$ cat src/rtl/hub75_pkg.sv
// Shared types for the HUB75 line receiver: pixel payload, row address, read FSM states.
package hub75_pkg;

   localparam int unsigned HUB75_ROW_W = 5;
   localparam int unsigned HUB75_PIX_W = 6;

   // One shifted pixel: upper half (r0,g0,b0) and lower half (r1,g1,b1)
   typedef struct packed {
      logic r0;
      logic g0;
      logic b0;
      logic r1;
      logic g1;
      logic b1;
   } pixel_t;

   typedef logic [HUB75_ROW_W-1:0] row_addr_t;

   typedef enum logic {
      IDLE   = 1'b0,
      STREAM = 1'b1
   } rd_state_e;

   // Stream byte layout: {2'b00, b1, g1, r1, b0, g0, r0}
   function automatic logic [7:0] pixel_to_tdata(input pixel_t p);
      return {2'b00, p.b1, p.g1, p.r1, p.b0, p.g0, p.r0};
   endfunction

endpackage

$ cat src/rtl/hub75_rx_sync.sv
// Synchronizes every HUB75 pin into the system clock domain and emits
// registered shift-clock / latch rising-edge pulses aligned with the data.
module hub75_rx_sync
   import hub75_pkg::*;
#(
   parameter int unsigned SYNC_STAGES = 2
) (
   input  logic      clk_i,
   input  logic      rst_i,
   input  logic      hub_clk_i,
   input  logic      hub_lat_i,
   input  logic      hub_oe_i,
   input  row_addr_t row_i,
   input  pixel_t    rgb_i,
   output logic      clk_rise_o,
   output logic      lat_rise_o,
   output logic      oe_o,
   output row_addr_t row_o,
   output pixel_t    rgb_o
);

   localparam int unsigned VEC_W   = 3 + HUB75_ROW_W + HUB75_PIX_W;
   localparam int unsigned CLK_BIT = VEC_W - 1;
   localparam int unsigned LAT_BIT = VEC_W - 2;
   localparam int unsigned OE_BIT  = VEC_W - 3;

   typedef logic [VEC_W-1:0] vec_t;

   vec_t pin_vec;
   vec_t stage_q [SYNC_STAGES];
   vec_t last_s;
   logic clk_prev_q;
   logic lat_prev_q;

   assign pin_vec = {hub_clk_i, hub_lat_i, hub_oe_i, row_i, rgb_i};
   assign last_s  = stage_q[SYNC_STAGES-1];

   // Synchronizer chain, edge detect on the last two samples, aligned data outputs
   always_ff @(posedge clk_i) begin
      if (rst_i) begin
         for (int i = 0; i < int'(SYNC_STAGES); i++) stage_q[i] <= '0;
         clk_prev_q <= 1'b0;
         lat_prev_q <= 1'b0;
         clk_rise_o <= 1'b0;
         lat_rise_o <= 1'b0;
         oe_o       <= 1'b0;
         row_o      <= '0;
         rgb_o      <= '0;
      end else begin
         stage_q[0] <= pin_vec;
         for (int i = 1; i < int'(SYNC_STAGES); i++) stage_q[i] <= stage_q[i-1];
         clk_prev_q <= last_s[CLK_BIT];
         lat_prev_q <= last_s[LAT_BIT];
         clk_rise_o <= last_s[CLK_BIT] & ~clk_prev_q;
         lat_rise_o <= last_s[LAT_BIT] & ~lat_prev_q;
         oe_o       <= last_s[OE_BIT];
         row_o      <= row_addr_t'(last_s[HUB75_PIX_W +: HUB75_ROW_W]);
         rgb_o      <= pixel_t'(last_s[HUB75_PIX_W-1:0]);
      end
   end

endmodule

$ cat src/rtl/hub75_rx.sv
// HUB75 panel-bus receiver: captures shifted lines into a double-buffered
// line memory and replays each complete line as an AXI-Stream packet.
// Optional statistics counters are built when HUB75_RX_STATS_EN is defined.
module hub75_rx
   import hub75_pkg::*;
#(
   parameter int unsigned WIDTH       = 64,
   parameter int unsigned SYNC_STAGES = 2
) (
   input  logic       clock,
   input  logic       reset,
   input  logic       hub75io_clk,
   input  logic       hub75io_lat,
   input  logic       hub75io_oe,
   input  logic [1:0] hub75io_r,
   input  logic [1:0] hub75io_g,
   input  logic [1:0] hub75io_b,
   input  logic       hub75io_row_a,
   input  logic       hub75io_row_b,
   input  logic       hub75io_row_c,
   input  logic       hub75io_row_d,
   input  logic       hub75io_row_e,
   output logic [7:0] maxis_tdata,
   output logic       maxis_tvalid,
   input  logic       maxis_tready,
   output logic       maxis_tlast,
   output logic       maxis_tuser,
   output logic [4:0] row_addr,
   output logic [15:0] drop_count,
   output logic [15:0] len_err_count
);

   localparam int unsigned IDX_W = $clog2(WIDTH);
   localparam int unsigned CNT_W = IDX_W + 1;
   localparam logic [CNT_W-1:0] CNT_FULL = CNT_W'(WIDTH);
   localparam logic [CNT_W-1:0] CNT_SAT  = CNT_W'(WIDTH + 1);
   localparam logic [IDX_W-1:0] IDX_PENULT = IDX_W'(WIDTH - 2);

   row_addr_t pin_row;
   pixel_t    pin_pix;
   logic      clk_rise;
   logic      lat_rise;
   logic      oe_unused;
   row_addr_t sync_row;
   pixel_t    sync_pix;

   pixel_t     bank_q [2][WIDTH];
   logic       bank_sel_q;
   logic [CNT_W-1:0] pix_cnt_q;
   logic [CNT_W-1:0] pix_cnt_d;
   logic [CNT_W-1:0] line_len;
   logic       line_full;
   logic       swap;

   rd_state_e  state_q;
   logic [IDX_W-1:0] rd_idx_q;
   logic [IDX_W-1:0] rd_idx_d;
   logic       tvalid_q;
   logic       tlast_q;
   logic       tuser_q;
   logic [7:0] tdata_q;
   row_addr_t  row_q;

   assign pin_row = {hub75io_row_e, hub75io_row_d, hub75io_row_c, hub75io_row_b, hub75io_row_a};
   assign pin_pix = {hub75io_r[0], hub75io_g[0], hub75io_b[0],
                     hub75io_r[1], hub75io_g[1], hub75io_b[1]};

   hub75_rx_sync #(
      .SYNC_STAGES (SYNC_STAGES)
   ) u_sync (
      .clk_i      (clock),
      .rst_i      (reset),
      .hub_clk_i  (hub75io_clk),
      .hub_lat_i  (hub75io_lat),
      .hub_oe_i   (hub75io_oe),
      .row_i      (pin_row),
      .rgb_i      (pin_pix),
      .clk_rise_o (clk_rise),
      .lat_rise_o (lat_rise),
      .oe_o       (oe_unused),
      .row_o      (sync_row),
      .rgb_o      (sync_pix)
   );

   // Saturating pixel count; a clk rise coincident with the latch counts toward the line
   assign pix_cnt_d = (pix_cnt_q == CNT_SAT) ? CNT_SAT : pix_cnt_q + CNT_W'(1);
   assign line_len  = clk_rise ? pix_cnt_d : pix_cnt_q;
   assign line_full = lat_rise && (line_len == CNT_FULL);
   assign swap      = line_full && (state_q == IDLE);
   assign rd_idx_d  = rd_idx_q + IDX_W'(1);

   // Line capture into the write bank; writes beyond the line width are discarded
   always_ff @(posedge clock) begin
      if (clk_rise && !pix_cnt_q[IDX_W]) begin
         bank_q[bank_sel_q][pix_cnt_q[IDX_W-1:0]] <= sync_pix;
      end
   end

   // Pixel counter: advances per shifted pixel, cleared by every latch
   always_ff @(posedge clock) begin
      if (reset) begin
         pix_cnt_q <= '0;
      end else if (lat_rise) begin
         pix_cnt_q <= '0;
      end else if (clk_rise) begin
         pix_cnt_q <= pix_cnt_d;
      end
   end

   // Read FSM: bank swap on an accepted line, then one beat per handshake
   always_ff @(posedge clock) begin
      if (reset) begin
         state_q    <= IDLE;
         bank_sel_q <= 1'b0;
         rd_idx_q   <= '0;
         tvalid_q   <= 1'b0;
         tlast_q    <= 1'b0;
         tuser_q    <= 1'b0;
         tdata_q    <= '0;
         row_q      <= '0;
      end else begin
         case (state_q)
            IDLE: begin
               if (swap) begin
                  state_q    <= STREAM;
                  bank_sel_q <= ~bank_sel_q;
                  row_q      <= sync_row;
                  rd_idx_q   <= '0;
                  tvalid_q   <= 1'b1;
                  tuser_q    <= 1'b1;
                  tlast_q    <= 1'b0;
                  tdata_q    <= pixel_to_tdata(bank_q[bank_sel_q][0]);
               end
            end
            STREAM: begin
               if (tvalid_q && maxis_tready) begin
                  if (tlast_q) begin
                     state_q  <= IDLE;
                     tvalid_q <= 1'b0;
                     tlast_q  <= 1'b0;
                     tuser_q  <= 1'b0;
                  end else begin
                     rd_idx_q <= rd_idx_d;
                     tuser_q  <= 1'b0;
                     tlast_q  <= (rd_idx_q == IDX_PENULT);
                     tdata_q  <= pixel_to_tdata(bank_q[~bank_sel_q][rd_idx_d]);
                  end
               end
            end
            default: state_q <= IDLE;
         endcase
      end
   end

   assign maxis_tdata  = tdata_q;
   assign maxis_tvalid = tvalid_q;
   assign maxis_tlast  = tlast_q;
   assign maxis_tuser  = tuser_q;
   assign row_addr     = row_q;

`ifdef HUB75_RX_STATS_EN
   logic        drop_evt;
   logic        len_err_evt;
   logic [15:0] drop_cnt_q;
   logic [15:0] len_err_cnt_q;

   assign drop_evt    = line_full && (state_q == STREAM);
   assign len_err_evt = lat_rise && (line_len != CNT_FULL);

   // Saturating statistics for dropped and wrong-length lines
   always_ff @(posedge clock) begin
      if (reset) begin
         drop_cnt_q    <= '0;
         len_err_cnt_q <= '0;
      end else begin
         if (drop_evt && (drop_cnt_q != 16'hFFFF)) drop_cnt_q <= drop_cnt_q + 16'd1;
         if (len_err_evt && (len_err_cnt_q != 16'hFFFF)) len_err_cnt_q <= len_err_cnt_q + 16'd1;
      end
   end

   assign drop_count    = drop_cnt_q;
   assign len_err_count = len_err_cnt_q;
`else
   assign drop_count    = 16'h0000;
   assign len_err_count = 16'h0000;
`endif

endmodule

$ cat config.mk
export PLATFORM = sky130hd
export DESIGN_NAME = hub75_rx
export DESIGN_NICKNAME = d
export VERILOG_FILES = /design/src/rtl/hub75_pkg.sv /design/src/rtl/hub75_rx_sync.sv /design/src/rtl/hub75_rx.sv
export SDC_FILE = /design/constraint.sdc
export NUM_CORES = 1
export LEC_CHECK = 0
export ABC_AREA = 1
export CAP_MARGIN = 20
export CORE_MARGIN = 3
export CORE_UTILIZATION = 35
export DETAILED_ROUTE_END_ITERATION = 6
export GPL_TIMING_DRIVEN = 0
export PLACE_DENSITY_LB_ADDON = 0.25
export SLEW_MARGIN = 20
export SYNTH_ARGS = -nofsm -noshare
export SYNTH_HDL_FRONTEND = slang
export SYNTH_HIERARCHICAL = 1
export SYNTH_SLANG_ARGS = --single-unit
$ cat constraint.sdc
create_clock -name clock -period 2.42 [get_ports clock]
set_input_delay 0.363 -clock clock [delete_from_list [all_inputs] [get_ports clock]]
set_output_delay 0.363 -clock clock [all_outputs]
set_load 0.01 [all_outputs]
==> run_results.csv <==
group,metric,value,unit
run_status,outcome,"finished with violations",
run_status,violations,"setup timing",
clocking,cts-root-buf,"clkbuf_16",
placed_design,portBuffers,28,
route,wl_met3,14400,µm
sta,worst_slack,-0.199,ns
global_route,overflow,0,
clocking,cts_tree,"yes",
critical_path,cp_cell_sequence,"inv_2 -> nor3_2 -> inv_1 -> nor3_4",
floorplan,die_h,324,µm
route,drt-vias-per-instance,5.32,
sta,finalHoldViolations,0,
global_route,antenna_found_initial,5,
global_route,grt_usage,24.7,%
critical_path,cp_num_cells,4,
route,vias,27000,
synthesis,synth_area,35500,µm²
cells_and_area,drive_gt1_share,19.6,%
route,first_pass_iters,5,
critical_path,path_buf_inv,2,
clocking,clkTransAtPathRegs,0.06,ns
critical_path,cpMaxStageDelayCell,"nor3_2",
global_route,first_global_vias,25300,
critical_path,max_stage_delay,0.71,ns
route,drt_iter0_markers,3653,
pwr,pwr_density_cell,677,nW/µm²
synthesis,syn_inst,3416,
hold_path,min_path_cells,4,
sta,maxSlewHeadroom,34.9,%
sta,max_freq,382,MHz
critical_path,cp.arrival,2.88,ns
synthesis,syn_avg_cell_area,10.4,µm²
route,top_layer,"met4",
floorplan,initial_core_util,35.4,%
placed_design,dp_hpwl,90900,µm
pwr,leakage,17.2,nW
hold_path,hold_path.class,"input pin to flip-flop",
cells_and_area,layout_common_cells,"nand2_1, edfxtp_1, nand3_1, nor2_1, inv_1",
floorplan,pin_count,65,
placed_design,globalplace.congestion,1.01,
sta,totalNegativeSetupSlack,-7.33,ns
critical_path,end_kind,"flip-flop",
route,wl_met1,51800,µm
clocking,clk_latency,0.65,ns
cells_and_area,nets,3667,
cells_and_area,fin_util,44.3,%
clocking,clock_path_buffers,3,
route,met2WireLength,58100,µm
floorplan,fp.dieW,324,µm
clocking,cts-htree-levels,3,
sta,rsz0062_at_grt,"yes",
clocking,clkSinkCount,839,
critical_path,crit_fanout,7,
pwr,ir_worst_vdd,0.655,mV
sta,worst_pin_slew,0.977,ns
critical_path,start_kind,"flip-flop",
floorplan,core_region_area,100000,µm²
cells_and_area,mostFrequentLayoutCell,"nand2_1",
clocking,cts-buffers-inserted,92,
critical_path,reg2reg_depth,4,
floorplan,die_area,105000,µm²
synthesis,yosysWarnings,6,
route,wl_per_cell,26.3,µm
route,wl,134000,µm
route,drcViolationCount,0,
sta,finalCritPeriodShare,108,%
sta,finalCriticalPeriod,2.62,ns
critical_path,required,2.68,ns
floorplan,row_count,116,
global_route,grt_pass1_wl,186000,µm
critical_path,worstSetupPathType,"flip-flop to flip-flop",
sta,report.final.slew_viol_count,0,
global_route,grt_max_degree,73,
job,maxCapViolCount,0,
route,antenna_left,0,
sta,skew,0.0300,ns
pwr,p_total,30.1,mW
sta,setup_violations,109,
cells_and_area,area_growth,25.2,%
critical_path,crit_family,"simple AND/OR/NAND/NOR gates",
-- path summary, 6_finish.rpt --
| kind | from | slack (ns) | end |
|---|---|---|---|
| setup / recovery | pix_cnt_q[5] | -0.20 | bank_q[0][190] |
| hold / removal | reset | 0.03 | u_sync/clk_prev_q |
| setup reg to reg | pix_cnt_q[5] | -0.20 | bank_q[0][190] |
| hold reg to reg | u_sync/lat_prev_q | 0.38 | u_sync/lat_rise_o |
-- metal layers --
layer | GRT usage (%) | vias to the layer above
li1 | - | 11800
met1 | 32.5 | 13000
met2 | 37.3 | 1726
met3 | 5.63 | 423
met4 | 15.0 | 0
met5 | 0 | -
-- worst reg2reg max path: stages (launching register included) --
cell and delay (ns):
dfxtp_1 0.46, inv_2 0.14, nor3_2 0.71, inv_1 0.39, nor3_4 0.53
-- sequential cells by signal, indices dropped and copies added, names as in the netlist, named ones only --
name / cells
bank_q: 768
u_sync/stage_q: 26
pix_cnt_q: 7
maxis_tdata: 6
rd_idx_q: 6
u_sync/rgb_o: 6
row_addr: 5
u_sync/row_o: 5
bank_sel_q: 1
maxis_tlast: 1
maxis_tuser: 1
maxis_tvalid: 1
state_q: 1
u_sync/clk_prev_q: 1
u_sync/clk_rise_o: 1
u_sync/lat_prev_q: 1
u_sync/lat_rise_o: 1
-- through the flow --
step           std cells  area [µm²]  worst slack, ns  hold slack [ns]
2_1_floorplan       3449       35600         0.000130            0.368
3_3_place_gp        4834       37600            -2.75            0.373
3_5_place_dp        4853       38100            -2.11            0.375
4_1_cts             5073       43900           -0.111          0.00373
5_1_grt             5083       44400           -0.130           0.0213
6_report            5083       44400           -0.199           0.0269
-- repair_timing --
item / in CTS / in global routing
buffers inserted: 41 / 8
pin swaps: 46 / 20
setup endpoints to repair: 773 / 601
gates cloned: 6 / 2
hold buffers: 0 / 0
resized for setup: 585 / 135
-- report_power, final --
part           leakage, nW  internal, mW  switching (mW)  total, mW
clock                 1.47          8.23            5.82       14.0
combinational         8.11         0.103           0.175      0.278
sequential            7.67          15.7          0.0417       15.8
total                 17.2          24.0            6.04       30.1
-- layout make-up --
type	count	area, µm²
fillers	9352	55900
diodes	1	2.50
flip-flops and latches	839	24500
inverters	267	1030
plain buffers	224	1850
multi-input cells	2119	10900
clock inverters	51	468
clock buffers	122	2540
repair buffers	103	1430
well taps	1357	1700
Note: power is estimated with default switching activity, not from simulation.
